**src/rtl/pacman_pkg.sv**
```systemverilog
// Shared playfield geometry, heading codes and mover state for the player and ghost blocks.
package pacman_pkg;

   localparam int WIDTH        = 640;
   localparam int HEIGHT       = 480;
   localparam int tile_size    = 20;
   localparam int tile_col_num = WIDTH / tile_size;
   localparam int tile_row_num = HEIGHT / tile_size;
   localparam int TILE_NUM     = tile_row_num * tile_col_num;

   localparam logic [1:0] dir_up    = 2'd0;
   localparam logic [1:0] dir_down  = 2'd1;
   localparam logic [1:0] dir_left  = 2'd2;
   localparam logic [1:0] dir_right = 2'd3;

   typedef enum logic [1:0] {
      ALIVE = 2'd0,
      DYING = 2'd1,
      OVER  = 2'd2
   } mover_state_e;

   // Row-major tile number of the tile containing pixel (x, y).
   function automatic int tile_index(input int x, input int y);
      return (WIDTH / tile_size) * (y / tile_size) + (x / tile_size);
   endfunction

endpackage

```
**src/rtl/pacman_if.sv**
```systemverilog
// Player bus: keypad/map/event inputs into the mover and the player state it publishes to the ghosts.
interface pacman_if import pacman_pkg::*; #(parameter int LIVES = 3);

   logic                           w;
   logic                           a;
   logic                           s;
   logic                           d;
   logic [TILE_NUM-1:0]            tilemap_walls;
   logic                           power_pellet;
   logic                           ghost_hit;
   logic [$clog2(WIDTH)-1:0]       player_x;
   logic [$clog2(HEIGHT)-1:0]      player_y;
   logic [1:0]                     player_dir;
   logic                           moving;
   logic                           step;
   logic                           frighten;
   logic [$clog2(LIVES+1)-1:0]     lives;
   logic                           game_over;

   modport master (
      input  w, a, s, d, tilemap_walls, power_pellet, ghost_hit,
      output player_x, player_y, player_dir, moving, step, frighten, lives, game_over
   );

   modport slave (
      output w, a, s, d, tilemap_walls, power_pellet, ghost_hit,
      input  player_x, player_y, player_dir, moving, step, frighten, lives, game_over
   );

endinterface

```
**src/rtl/move_tick_gen.sv**
```systemverilog
// Divides clk down to a one-cycle move tick every TICK_DIV cycles (TICK_DIV >= 2).
module move_tick_gen #(
   parameter int TICK_DIV = 400000
) (
   input  logic clk,
   input  logic rst,
   output logic tick
);

   localparam int CW = $clog2(TICK_DIV);

   logic [CW-1:0] cnt_r;
   logic          tick_r;

   // Free-running divider; tick_r is set on the edge that brings the counter to its last value.
   always_ff @(posedge clk) begin
      if (rst) begin
         cnt_r  <= '0;
         tick_r <= 1'b0;
      end else begin
         if (cnt_r == CW'(TICK_DIV - 1)) begin
            cnt_r <= '0;
         end else begin
            cnt_r <= cnt_r + CW'(1);
         end
         tick_r <= (cnt_r == CW'(TICK_DIV - 2));
      end
   end

   assign tick = tick_r;

endmodule

```
**src/rtl/pacman_mover.sv**
```systemverilog
// Player movement, frighten countdown, ghost collisions, lives and game-over handling.
module pacman_mover import pacman_pkg::*; #(
   parameter int SPEED        = 1,
   parameter int TICK_DIV     = 400000,
   parameter int START_X      = 310,
   parameter int START_Y      = 350,
   parameter int BOUND_X0     = 0,
   parameter int BOUND_X1     = 620,
   parameter int BOUND_Y0     = 0,
   parameter int BOUND_Y1     = 460,
   parameter int FRIGHT_TICKS = 600,
   parameter int DEATH_TICKS  = 120,
   parameter int LIVES        = 3
) (
   input  logic     clk,
   input  logic     rst,
   pacman_if.master bus
);

   localparam int X_W   = $clog2(WIDTH);
   localparam int Y_W   = $clog2(HEIGHT);
   localparam int IDX_W = $clog2(TILE_NUM);
   localparam int LV_W  = $clog2(LIVES + 1);
   localparam int FR_W  = (FRIGHT_TICKS < 1) ? 1 : $clog2(FRIGHT_TICKS + 1);
   localparam int DT_W  = (DEATH_TICKS < 1) ? 1 : $clog2(DEATH_TICKS + 1);

   mover_state_e    state_r;
   logic [X_W-1:0]  x_r;
   logic [Y_W-1:0]  y_r;
   logic [1:0]      player_dir_r;
   logic [1:0]      req_dir_r;
   logic            moving_r;
   logic            step_r;
   logic            frighten_r;
   logic [FR_W-1:0] fright_cnt_r;
   logic [DT_W-1:0] death_cnt_r;
   logic [LV_W-1:0] lives_r;
   logic            game_over_r;

   logic            tick_s;
   logic [1:0]      key_dir_s;
   logic [1:0]      move_dir_s;
   logic            req_ok_s;
   logic            cur_ok_s;
   logic [X_W-1:0]  nx_s;
   logic [Y_W-1:0]  ny_s;
   logic [FR_W-1:0] fright_nxt_s;

   move_tick_gen #(.TICK_DIV(TICK_DIV)) u_tick (
      .clk  (clk),
      .rst  (rst),
      .tick (tick_s)
   );

   // Underflow, bounds and open-tile test for one SPEED step in direction dir.
   function automatic logic dir_legal(input logic [1:0] dir, input logic [X_W-1:0] x,
                                      input logic [Y_W-1:0] y, input logic [TILE_NUM-1:0] walls);
      int             nx;
      int             ny;
      logic           ok;
      logic [IDX_W-1:0] idx;
      nx  = int'(x);
      ny  = int'(y);
      ok  = 1'b1;
      idx = '0;
      case (dir)
         dir_up:    if (ny < SPEED) ok = 1'b0; else ny = ny - SPEED;
         dir_down:  ny = ny + SPEED;
         dir_left:  if (nx < SPEED) ok = 1'b0; else nx = nx - SPEED;
         dir_right: nx = nx + SPEED;
         default:   ok = 1'b0;
      endcase
      if (nx < BOUND_X0 || nx > BOUND_X1 || ny < BOUND_Y0 || ny > BOUND_Y1) begin
         ok = 1'b0;
      end else if (nx >= WIDTH || ny >= HEIGHT) begin
         ok = 1'b0;
      end else begin
         idx = IDX_W'(tile_index(nx, ny));
         if (!walls[idx]) ok = 1'b0;
      end
      return ok;
   endfunction

   function automatic logic [X_W-1:0] move_x(input logic [1:0] dir, input logic [X_W-1:0] x);
      case (dir)
         dir_left:  return x - X_W'(SPEED);
         dir_right: return x + X_W'(SPEED);
         default:   return x;
      endcase
   endfunction

   function automatic logic [Y_W-1:0] move_y(input logic [1:0] dir, input logic [Y_W-1:0] y);
      case (dir)
         dir_up:   return y - Y_W'(SPEED);
         dir_down: return y + Y_W'(SPEED);
         default:  return y;
      endcase
   endfunction

   // Requested heading takes precedence; otherwise keep going straight.
   always_comb begin
      req_ok_s = dir_legal(req_dir_r, x_r, y_r, bus.tilemap_walls);
      cur_ok_s = dir_legal(player_dir_r, x_r, y_r, bus.tilemap_walls);
      if (req_ok_s) begin
         move_dir_s = req_dir_r;
      end else begin
         move_dir_s = player_dir_r;
      end
      nx_s = move_x(move_dir_s, x_r);
      ny_s = move_y(move_dir_s, y_r);
   end

   // Key priority latch and next frighten count (a reload beats a same-cycle decrement).
   always_comb begin
      key_dir_s = req_dir_r;
      if (bus.w) begin
         key_dir_s = dir_up;
      end else if (bus.a) begin
         key_dir_s = dir_left;
      end else if (bus.s) begin
         key_dir_s = dir_down;
      end else if (bus.d) begin
         key_dir_s = dir_right;
      end else begin
         key_dir_s = req_dir_r;
      end

      fright_nxt_s = fright_cnt_r;
      case (state_r)
         ALIVE: begin
            if (bus.ghost_hit && !frighten_r) begin
               fright_nxt_s = '0;
            end else if (bus.power_pellet) begin
               fright_nxt_s = FR_W'(FRIGHT_TICKS);
            end else if (tick_s && frighten_r) begin
               fright_nxt_s = fright_cnt_r - FR_W'(1);
            end else begin
               fright_nxt_s = fright_cnt_r;
            end
         end
         DYING:   fright_nxt_s = '0;
         default: fright_nxt_s = fright_cnt_r;
      endcase
   end

   // Life-cycle FSM with all player outputs registered.
   always_ff @(posedge clk) begin
      if (rst) begin
         state_r      <= ALIVE;
         x_r          <= X_W'(START_X);
         y_r          <= Y_W'(START_Y);
         player_dir_r <= dir_left;
         req_dir_r    <= dir_left;
         moving_r     <= 1'b0;
         step_r       <= 1'b0;
         frighten_r   <= 1'b0;
         fright_cnt_r <= '0;
         death_cnt_r  <= '0;
         lives_r      <= LV_W'(LIVES);
         game_over_r  <= 1'b0;
      end else begin
         req_dir_r    <= key_dir_s;
         fright_cnt_r <= fright_nxt_s;
         frighten_r   <= (fright_nxt_s != '0);
         step_r       <= 1'b0;
         case (state_r)
            ALIVE: begin
               if (bus.ghost_hit && !frighten_r) begin
                  state_r     <= DYING;
                  moving_r    <= 1'b0;
                  death_cnt_r <= DT_W'(DEATH_TICKS);
                  if (lives_r != '0) begin
                     lives_r <= lives_r - LV_W'(1);
                  end
               end else if (tick_s) begin
                  if (req_ok_s || cur_ok_s) begin
                     player_dir_r <= move_dir_s;
                     x_r          <= nx_s;
                     y_r          <= ny_s;
                     moving_r     <= 1'b1;
                     step_r       <= 1'b1;
                  end else begin
                     moving_r <= 1'b0;
                  end
               end
            end
            DYING: begin
               if (tick_s) begin
                  if (death_cnt_r <= DT_W'(1)) begin
                     death_cnt_r <= '0;
                     if (lives_r == '0) begin
                        state_r     <= OVER;
                        game_over_r <= 1'b1;
                     end else begin
                        state_r      <= ALIVE;
                        x_r          <= X_W'(START_X);
                        y_r          <= Y_W'(START_Y);
                        player_dir_r <= dir_left;
                     end
                  end else begin
                     death_cnt_r <= death_cnt_r - DT_W'(1);
                  end
               end
            end
            OVER:    state_r <= OVER;
            default: state_r <= ALIVE;
         endcase
      end
   end

   assign bus.player_x   = x_r;
   assign bus.player_y   = y_r;
   assign bus.player_dir = player_dir_r;
   assign bus.moving     = moving_r;
   assign bus.step       = step_r;
   assign bus.frighten   = frighten_r;
   assign bus.lives      = lives_r;
   assign bus.game_over  = game_over_r;

endmodule

```
**src/flat_wrapper.sv**
```systemverilog
// flat-port wrapper written by rule: the top's interface ports become plain ports
module pacman_mover_flat import pacman_pkg::*;
#(
   parameter int SPEED        = 1,
   parameter int TICK_DIV     = 400000,
   parameter int START_X      = 310,
   parameter int START_Y      = 350,
   parameter int BOUND_X0     = 0,
   parameter int BOUND_X1     = 620,
   parameter int BOUND_Y0     = 0,
   parameter int BOUND_Y1     = 460,
   parameter int FRIGHT_TICKS = 600,
   parameter int DEATH_TICKS  = 120,
   parameter int LIVES        = 3
)
  (clk, rst, bus_w, bus_a, bus_s, bus_d, bus_tilemap_walls, bus_power_pellet, bus_ghost_hit, bus_player_x, bus_player_y, bus_player_dir, bus_moving, bus_step, bus_frighten, bus_lives, bus_game_over);
  pacman_if #(.LIVES(LIVES)) bus_i ();
  input  logic clk;
  input  logic rst;
  input wire logic [$bits(bus_i.w)-1:0] bus_w;
  input wire logic [$bits(bus_i.a)-1:0] bus_a;
  input wire logic [$bits(bus_i.s)-1:0] bus_s;
  input wire logic [$bits(bus_i.d)-1:0] bus_d;
  input wire logic [$bits(bus_i.tilemap_walls)-1:0] bus_tilemap_walls;
  input wire logic [$bits(bus_i.power_pellet)-1:0] bus_power_pellet;
  input wire logic [$bits(bus_i.ghost_hit)-1:0] bus_ghost_hit;
  output wire logic [$bits(bus_i.player_x)-1:0] bus_player_x;
  output wire logic [$bits(bus_i.player_y)-1:0] bus_player_y;
  output wire logic [$bits(bus_i.player_dir)-1:0] bus_player_dir;
  output wire logic [$bits(bus_i.moving)-1:0] bus_moving;
  output wire logic [$bits(bus_i.step)-1:0] bus_step;
  output wire logic [$bits(bus_i.frighten)-1:0] bus_frighten;
  output wire logic [$bits(bus_i.lives)-1:0] bus_lives;
  output wire logic [$bits(bus_i.game_over)-1:0] bus_game_over;
  assign bus_i.w = bus_w;
  assign bus_i.a = bus_a;
  assign bus_i.s = bus_s;
  assign bus_i.d = bus_d;
  assign bus_i.tilemap_walls = bus_tilemap_walls;
  assign bus_i.power_pellet = bus_power_pellet;
  assign bus_i.ghost_hit = bus_ghost_hit;
  assign bus_player_x = bus_i.player_x;
  assign bus_player_y = bus_i.player_y;
  assign bus_player_dir = bus_i.player_dir;
  assign bus_moving = bus_i.moving;
  assign bus_step = bus_i.step;
  assign bus_frighten = bus_i.frighten;
  assign bus_lives = bus_i.lives;
  assign bus_game_over = bus_i.game_over;
  pacman_mover #(.SPEED(SPEED), .TICK_DIV(TICK_DIV), .START_X(START_X), .START_Y(START_Y), .BOUND_X0(BOUND_X0), .BOUND_X1(BOUND_X1), .BOUND_Y0(BOUND_Y0), .BOUND_Y1(BOUND_Y1), .FRIGHT_TICKS(FRIGHT_TICKS), .DEATH_TICKS(DEATH_TICKS), .LIVES(LIVES)) u_core (.clk(clk), .rst(rst), .bus(bus_i));
endmodule
```
**config.mk**
```make
export PLATFORM = sky130hd
export DESIGN_NAME = pacman_mover_flat
export DESIGN_NICKNAME = d
export VERILOG_FILES = /design/src/rtl/pacman_pkg.sv /design/src/rtl/pacman_if.sv /design/src/rtl/move_tick_gen.sv /design/src/rtl/pacman_mover.sv /design/src/flat_wrapper.sv
export SDC_FILE = /design/constraint.sdc
export NUM_CORES = 1
export LEC_CHECK = 0
export BUFFER_PORTS_ARGS = -buffer_cell sky130_fd_sc_hd__buf_2
export CAP_MARGIN = 30
export CORE_AREA = 2 2 315 317
export CTS_BUF_LIST = sky130_fd_sc_hd__clkbuf_8
export CTS_CLUSTER_SIZE = 28
export DETAILED_ROUTE_END_ITERATION = 16
export DIE_AREA = 0 0 317 319
export HOLD_SLACK_MARGIN = 0.08
export SYNTH_ARGS = -nofsm -noshare
export SYNTH_HDL_FRONTEND = slang
export SYNTH_SLANG_ARGS = --single-unit
```
**constraint.sdc**
```tcl
create_clock -name clk -period 26.8 [get_ports clk]
set_input_delay 8.04 -clock clk [delete_from_list [all_inputs] [get_ports clk]]
set_output_delay 8.04 -clock clk [all_outputs]
set_load 0.01 [all_outputs]
```
Word-level counts from Yosys, hierarchy flattened
Cells that the tools add are included.
{"block": "classes", "addsub": 14, "n_div": 4, "magnitude_cmp": 17, "eq_ne": 22, "muxes": 64, "n_bitwise": 2, "reduce_logical": 34}
{"op": "32-bit case mux with 2 select lines", "count": 4}
{"op": "32-bit by 6-bit divider with 32-bit output, second input constant", "count": 4}
{"op": "32-bit by 1-bit < comparator with 1-bit output, second input constant", "count": 4}
{"op": "10-bit two-way mux", "count": 9}
{"op": "32-bit by 10-bit greater-or-equal comparator with 1-bit output, second input constant", "count": 2}
{"op": "32-bit by 11-bit greater-or-equal comparator with 1-bit output, second input constant", "count": 2}
{"op": "32-bit by 10-bit greater-than comparator with 1-bit output, second input constant", "count": 2}
{"op": "32-bit by 11-bit greater-than comparator with 1-bit output, second input constant", "count": 2}
{"op": "32-bit two-way mux", "count": 2}
{"op": "10-bit case mux with 2 select lines", "count": 3}
{"op": "9-bit two-way mux", "count": 6}
{"op": "19-bit equality test, second input constant", "count": 2}
{"op": "9-bit case mux with 2 select lines", "count": 2}
{"op": "2-bit two-way mux", "count": 15}
{"op": "10-bit by 11-bit < comparator with 1-bit output, second input constant", "count": 2}
{"op": "7-bit two-way mux", "count": 3}
{"op": "10-bit adder", "count": 2}
{"op": "1-bit binary-select mux with 10-bit select", "count": 2}
{"op": "10-bit by 1-bit subtractor with 10-bit output, second input constant", "count": 2}
{"op": "19-bit by 1-bit adder with 19-bit output, second input constant", "count": 1}
{"op": "8-bit AND reduction", "count": 2}
{"op": "2-bit equality test, second input constant", "count": 7}
{"op": "7-bit case mux with 2 select lines", "count": 1}
{"op": "1-bit two-way mux", "count": 13}
{"op": "34 further kinds", "count": 63}
{"block": "word_totals", "reg_bits": 68, "out_inout_bits": 27, "word_cells": 172}

Depth between registers and ports, before layout
Gate-level depths: netlist of the first run.
{"block": "logic_depth", "ltp_word": 17, "mapped_depth": 51}

By module
From an unflattened synthesis of the first run, not the netlist that was laid out.
{"block": "hier_totals", "cells_unflattened": 3532, "area_unflattened_um2": 23148.5}
{"module": "pacman_mover", "n_inst": 1, "cells_each": 3425, "area_each_um2": 22216.3, "seq_area_each_um2": 960.9}
{"module": "move_tick_gen", "n_inst": 1, "cells_each": 107, "area_each_um2": 932.1, "seq_area_each_um2": 400.4}

Worst setup path before layout of the first run
Ideal clock, no wire load.
{"block": "synth_path", "path_type": "input-to-reg", "from": "input bus_tilemap_walls[271]", "to": "register u_core.y_r[8], in the netlist u_core.bus.player_y[8]", "t_arrival_ns": 11.849, "t_required_ns": 26.668, "setup_slack_ns": 14.819, "cell_stages": 19, "n_path_buf": 0, "path_cell_list": "a211o_1 -> o21ai_0 -> a221oi_1 -> o22ai_1 -> nor4bb_1 -> or4_1 -> o211ai_2 -> nor2_1 -> a21oi_1 -> ha_1 -> a21o_1 -> a21oi_1 -> o21bai_1 -> a21oi_1 -> o21bai_1 -> a21o_1 -> nor4_1 -> mux2i_1 -> nor4b_2"}
{"block": "synth_between", "elab_chain_cells": 12, "word_cells_on_any_way": 22}
{"element": "start: declaration", "line": "flat_wrapper.sv:24", "rtl": "input wire logic [$bits(bus_i.tilemap_walls)-1:0] bus_tilemap_walls;"}
{"element": "1-bit binary-select mux with 10-bit select", "line": "pacman_mover.sv:79", "rtl": "if (!walls[idx]) ok = 1'b0;"}
{"element": "1-bit two-way mux (not written as such)", "line": "pacman_mover.sv:79"}
{"element": "1-bit two-way mux", "line": "pacman_mover.sv:79"}
{"element": "1-bit two-way mux", "line": "pacman_mover.sv:75", "rtl": "end else if (nx >= WIDTH || ny >= HEIGHT) begin"}
{"element": "1-bit two-way mux", "line": "pacman_mover.sv:73", "rtl": "if (nx < BOUND_X0 || nx > BOUND_X1 || ny < BOUND_Y0 || ny > BOUND_Y1) begin"}
{"element": "2-bit two-way mux", "line": "pacman_mover.sv:104", "rtl": "if (req_ok_s) begin"}
{"element": "2-bit by 1-bit equality test with 1-bit output or 2-bit logical NOT (tied branches)", "line": "pacman_mover.sv:93", "rtl": "case (dir)"}
{"element": "9-bit case mux with 2 select lines", "line": "pacman_mover.sv:93"}
{"element": "9-bit two-way mux", "line": "pacman_mover.sv:176", "rtl": "if (req_ok_s || cur_ok_s) begin"}
{"element": "9-bit two-way mux", "line": "pacman_mover.sv:175", "rtl": "end else if (tick_s) begin"}
{"element": "9-bit two-way mux", "line": "pacman_mover.sv:168", "rtl": "if (bus.ghost_hit && !frighten_r) begin"}
{"element": "9-bit case mux with 2 select lines", "line": "pacman_mover.sv:166", "rtl": "case (state_r)"}
{"element": "end signal: assignment", "line": "pacman_mover.sv:151", "rtl": "y_r <= Y_W'(START_Y);"}
{"element": "end signal: assignment", "line": "pacman_mover.sv:179", "rtl": "y_r <= ny_s;"}
{"element": "end signal: assignment", "line": "pacman_mover.sv:197", "rtl": "y_r <= Y_W'(START_Y);"}
{"element": "end: declaration", "line": "pacman_mover.sv:29", "rtl": "logic [Y_W-1:0] y_r;"}
Parallel ways exist; a longest one is shown, timed or not. The select of a mux whose other input is x is not followed.
A chain may end at the register's enable or synchronous reset.

Final worst setup path of the first run
{"block": "layout_path", "from": "input bus_tilemap_walls[303]", "to": "register u_core.y_r[8], in the netlist u_core.bus.player_y[8]"}
Same word-level chain as after synthesis.

==> results_dict.tcl, run 1 <==
set metrics [dict create \
    fillerInstances 10875 \
    power.density_nw_per_um2 14.4 \
    hold_class "flop to flop" \
    synth.largest_area_cell "mux2i_1" \
    relSlewSlack 0.249 \
    post_drt_wl_per_cell_um 32.9 \
    clk_pin_slew_ns 0.08 \
    setup_tns_ns 0 \
    rsz0062_at_grt "false" \
    seq_area_frac_synth 0.0588 \
    fin_crit_sh 0.478 \
    totalWireLength_um 175000 \
    syn-cell-area_um2 23200 \
    yosysWarnings 0 \
    globalRouteOverflowTotal 0 \
    synth_ff_type "dfxtp_1" \
    io_buffers 802 \
    crit_top_cell "a21oi_1" \
    cts_root_buf "clkbuf_8" \
    die_x_um 317 \
    path_buf_inv 2 \
    worst_ep_required_time_ns 27.03 \
    routed_via_density 6.27 \
    synth.area.top_cells "mux2i_1, nand2_1, mux4_2" \
    grt_pass1_vias 30616 \
    synth_common_cells "nand2_1, mux2i_1, nand3_1" \
    start_util 0.237 \
    cts_max_level 3 \
    core_area_um2 97700 \
    nNetsFinal 4774 \
    first_pass_iters 8 \
    drc 0 \
    cp_max_fo 11 \
    synth_seq_cells 68 \
    numCtsBuffers 9 \
    cp_top_family "compound AO/OA/AOI/OAI gates" \
    cts_resized 0 \
    cp-end-kind "flop" \
    die_area_um2 101000 \
    synth_async_sr_flop_share 0 \
    netlist_instances 3369 \
    finalHoldViolCount 0 \
    area_growth_pct 23.4 \
    fin_crit_ns 12.80 \
    max_freq_mhz 78.1 \
    worstSetupStartpointType "input pin" \
    peakVddDrop_v 0.0000301 \
    leakage_nw 11.6 \
    cts_tree "done" \
    die-height_um 319 \
    final-max-slew-violation-count 0 \
    criticalPathCategory "input pin to flop" \
    syn_area_per_cell_um2 6.88 \
    cap_violations 0 \
    slowest_delay_ns 0.79 \
    tightest_slew_ns 1.12 \
    cts_sinks 68 \
    power_mw 0.412 \
    grt_pass1_wl_um 237000 \
    drt-initial-drc-count 5066 \
    cts_hold_repair.buffers 0 \
    cp_slowest_cell "a311oi_1" \
    status "completed" \
    grt_max_degree 119 \
    drive_above_1_share 0.291 \
    synth-edff-count 0 \
    grt.total_usage 0.327 \
    num_vias 33301 \
    synth_nets 4175 \
    cp_data_arrival_time_ns 13.04 \
    io_pins 803 \
    hpwl_um 134000 \
    gp_congestion 0.984 \
    finClkSkew_ns 0.00710 \
    synth_cell_type_count 129 \
    synth_top_area_share 0.133 \
    rows 115 \
    path_cells "buf_2, nor2_1, a311oi_1, a221oi_1, o22ai_1, nor4bb_1, or4_1, o211a_2, a21oi_1, a21oi_1, buf_4, fa_1, a21o_1, a21oi_1, o21bai_1, a21oi_1, o21bai_1, a21o_1, nor4_1, mux2i_1, nor4b_2" \
    synth_most_common_cell "nand2_1" \
    finalSetupViolations 0 \
    ant_nets 0 \
    clk_latency_ns 0.35 \
    clockBufferDepth 2 \
    cts_setup_buffers 0 \
    grt_antenna_before_repair 88 \
]
## kinds of logic after synthesis
family	after synthesis	share of synthesized area
adder cells (fa/ha/maj)	35	0.0194
XOR/XNOR	44	0.0170
flip-flops	68	0.0588
buffers and inverters	365	0.0785
multiplexers	426	0.222
AO/OA/AOI/OAI	970	0.304
AND/OR/NAND/NOR	1461	0.301
## report_power, final
part / total (mW) / switching, mW / internal, mW
sequential: 0.106 / 0.00214 / 0.103
clock: 0.0942 / 0.0422 / 0.0520
combinational: 0.212 / 0.120 / 0.0915
## routing by layer
layer	global-route usage	wire, µm	vias to the layer above
li1	-	-	14256
met1	0.409	67000	15912
met2	0.489	74800	2499
met3	0.107	21400	586
met4	0.184	11200	48
met5	0	333	-
## path summary, 6_finish.rpt
path	endpoint	slack, ns	from	cells after the start
max	u_core.bus.player_y[8]$_SDFFE_PP1P_	14.00	bus_tilemap_walls[303]	21
min reg2reg	u_core.bus.game_over$_SDFFE_PP0P_	0.45	u_core.bus.game_over$_SDFFE_PP0P_	2
max reg2reg	u_core.bus.player_y[8]$_SDFFE_PP1P_	14.42	u_core.bus.player_x[0]$_SDFFE_PP0P_	33
min	u_core.bus.game_over$_SDFFE_PP0P_	0.45	u_core.bus.game_over$_SDFFE_PP0P_	2
## cell usage in the layout (no fill, tap or decap), types with 20 or more instances in the layout
master / n
a211o_1: 21
a221oi_1: 49
nor2_1: 192
nor4_1: 50
a211oi_1: 69
nand2_1: 582
a31oi_1: 48
nand2b_1: 23
dfxtp_1: 68
a21oi_1: 161
a22oi_1: 52
or3_1: 21
nor3_1: 115
nand3_1: 243
buf_2: 805
mux4_2: 65
ha_1: 27
nand4_1: 58
and2_1: 31
diode_2: 56
o21ai_0: 103
o211ai_1: 41
xnor2_1: 23
o22ai_1: 108
a311oi_1: 22
inv_1: 53
a32oi_1: 20
mux2_2: 52
buf_4: 83
mux2i_1: 307
## worst min-delay path, delay by kind of cell (launching register included)
kind	cells	cell delay (ns)
DFF	1	0.31
buffers and inverters	1	0.05
AOI/OAI and AO/OA	1	0.05
## per-stage QoR
stage | cells | cell area [µm²] | setup WS, ns | utilization | hold WS [ns]
2_1_floorplan | 3369 | 23200 | 14.82 | - | 0.441
4_1_cts | 5252 | 28400 | 14.14 | 0.291 | 0.456
3_5_place_dp | 5237 | 28200 | 13.78 | 0.288 | 0.444
5_1_grt | 5302 | 28600 | 13.83 | 0.292 | 0.485
6_report | 5315 | 28600 | 14.00 | 0.293 | 0.455
3_3_place_gp | 5233 | 28100 | 13.71 | 0.288 | 0.444
## layout make-up
| cell class | instances | area, µm² | area share |
|---|---|---|---|
| diodes | 56 | 140 | 0.00490 |
| clock buffers | 9 | 124 | 0.00433 |
| clock inverters | 6 | 88.8 | 0.00311 |
| inverters | 55 | 206 | 0.00722 |
| multi-input cells | 2936 | 20300 | 0.709 |
| flip-flops and latches | 68 | 1360 | 0.0476 |
| well taps | 1287 | 1610 | 0.0563 |
| repair buffers | 898 | 4790 | 0.168 |
## sequential cells by signal, indices dropped and copies added, names as in the netlist
register,cells
u_core.bus.player_x,10
u_core.bus.player_y,9
u_core.bus.moving,1
u_core.u_tick.tick,1
u_core.u_tick.cnt_r,19
u_core.bus.frighten,1
u_core.fright_cnt_r,10
u_core.state_r,2
u_core.bus.player_dir,2
u_core.bus.lives,2
u_core.death_cnt_r,7
u_core.bus.step,1
u_core.bus.game_over,1
u_core.req_dir_r,2
No activity file was read; power rests on OpenSTA's default activity.
==> run 2: changes to the inputs <==
Settings changed: CORE_AREA 2 2 315 317 to 2 2 317 319, DIE_AREA 0 0 317 319 to 0 0 319 321.
Clock period 26.8 ns to 11.1 ns, I/O delays scaled along.
==> results_dict.tcl, run 2 (synthesis gave the netlist of run 1 again) <==
set metrics [dict create \
    status "completed" \
    layoutNonFillerInstCount 5385 \
    cp-end-kind "flop" \
    die-height_um 321 \
    path_buf_inv 2 \
    rows 116 \
    clk_pin_slew_ns 0.07 \
    grt_pass1_wl_um 240000 \
    fin_crit_ns 10.50 \
    cts_sinks 68 \
    globalRouteOverflowTotal 0 \
    tightest_slew_ns 1.05 \
    cp_slowest_cell "or4_1" \
    core_area_um2 99300 \
    gp_congestion 1.11 \
    drt-initial-drc-count 4933 \
    criticalPathCategory "flop to flop" \
    cap_violations 0 \
    grt_pass1_vias 30683 \
    multi_input_area_um2 20300 \
    final-max-slew-violation-count 0 \
    leakage_nw 11.9 \
    cp_max_fo 15 \
    power.density_nw_per_um2 34.3 \
    r2r_cells 36 \
    cts_tree "done" \
    grt.total_usage 0.323 \
    cts_hold_repair.buffers 0 \
    holdPathStages 2 \
    regMostFlops "u_core.u_tick.cnt_r" \
    io_pins 803 \
    worstSetupStartpointType "flop" \
    r2r_start "u_core.bus.player_y[1]$_SDFFE_PP1P_" \
    min_from "u_core.bus.game_over$_SDFFE_PP0P_" \
    place_inst 5302 \
    first_pass_iters 8 \
    relSlewSlack 0.295 \
    max_freq_mhz 95.3 \
    grt_max_degree 93 \
    crit_top_cell "a21oi_1" \
    totalWireLength_um 177000 \
    worst_ep_required_time_ns 11.36 \
    post_drt_wl_per_cell_um 32.8 \
    cts_resized 0 \
    nNetsFinal 4822 \
    peakVddDrop_v 0.0000762 \
    start_util 0.233 \
    regToRegSetupSlack_ns 0.60 \
    slowest_delay_ns 0.71 \
    finalSetupViolations 0 \
    cts_root_buf "clkbuf_8" \
    numCtsBuffers 9 \
    fin_crit_sh 0.946 \
    grt_antenna_before_repair 127 \
    io_buffers 802 \
    cp_data_arrival_time_ns 10.75 \
    clockBufferDepth 2 \
    rsz0062_at_grt "false" \
    r2r_end "u_core.bus.player_y[8]$_SDFFE_PP1P_" \
    routed_via_density 6.23 \
    layout_commonest_cell "buf_2" \
    hpwl_um 143000 \
    final_cell_mix "buf_2, nand2_1, mux2i_1" \
    fillerInstances 11056 \
    seqCellArea_um2 1360 \
    finalHoldViolCount 0 \
    area_growth_pct 25.6 \
    die_x_um 319 \
    drive_above_1_share 0.301 \
    hold_class "flop to flop" \
    num_vias 33551 \
    cts_max_level 3 \
    drc 0 \
    final_util 0.293 \
    setup_tns_ns 0 \
    cp_top_family "simple AND/OR/NAND/NOR gates" \
    min_to "u_core.bus.game_over$_SDFFE_PP0P_" \
    clk_latency_ns 0.34 \
    cts_setup_buffers 0 \
    ant_nets 0 \
    finClkSkew_ns 0.0107 \
    largest_register_ffs 19 \
    die_area_um2 102000 \
]
[run 2: where the power goes]
| group | total (mW) | switching (mW) | leakage [nW] | internal [mW] |
|---|---|---|---|---|
| sequential | 0.257 | 0.00705 | 0.552 | 0.250 |
| combinational | 0.538 | 0.310 | 11.2 | 0.228 |
| clock | 0.202 | 0.0893 | 0.115 | 0.113 |
[run 2: tightest hold or removal path, delay by kind of cell, from the launching register on]
family,cells,cell delay [ns]
AOI/OAI and AO/OA,1,0.05
DFF,1,0.31
buffers and inverters,1,0.05
[run 2: metal layers]
layer	track usage	part of all wire	vias to the layer above
met5	0	0.0033	-
li1	-	-	14368
met3	0.117	0.13	631
met1	0.386	0.37	15974
met2	0.490	0.42	2484
met4	0.205	0.078	94
[run 2: worst max-delay path by stage]
stage,start,end,slack [ns],depth (start not counted)
2_1_floorplan,u_core.bus.player_y[0]$_SDFFE_PP0P_,u_core.bus.player_y[8]$_SDFFE_PP1P_,2.01,46
3_3_place_gp,u_core.bus.player_y[0]$_SDFFE_PP0P_,u_core.bus.player_y[8]$_SDFFE_PP1P_,0.84,37
4_1_cts,u_core.bus.player_y[0]$_SDFFE_PP0P_,u_core.bus.player_y[8]$_SDFFE_PP1P_,0.65,47
3_5_place_dp,u_core.bus.player_y[0]$_SDFFE_PP0P_,u_core.bus.player_y[8]$_SDFFE_PP1P_,0.69,47
6_report,u_core.bus.player_y[1]$_SDFFE_PP1P_,u_core.bus.player_y[8]$_SDFFE_PP1P_,0.60,36
5_1_grt,u_core.bus.player_y[1]$_SDFFE_PP1P_,u_core.bus.player_y[8]$_SDFFE_PP1P_,0.11,44
[run 2: area by class of cell]
type / count / share of cell area
Antenna cell: 66 / 0.00567
Clock buffer: 11 / 0.00520
Clock inverter: 5 / 0.00155
Inverter: 55 / 0.00709
Multi-Input combinational cell: 2936 / 0.697
Sequential cell: 68 / 0.0468
Tap cell: 1298 / 0.0558
Timing Repair Buffer: 946 / 0.180
[run 2: per-stage QoR]
| stage | area (µm²) | hold slack, ns | setup WS, ns | power, mW |
|---|---|---|---|---|
| after floorplan | 23200 | 0.441 | 2.01 | 0.475 |
| after global routing | 29100 | 0.507 | 0.114 | 1.04 |
| after CTS | 28900 | 0.457 | 0.647 | 0.983 |
| after detailed placement | 28700 | 0.440 | 0.692 | 0.778 |
| after global placement | 28700 | 0.438 | 0.842 | 0.778 |
| final | 29100 | 0.455 | 0.604 | 0.997 |
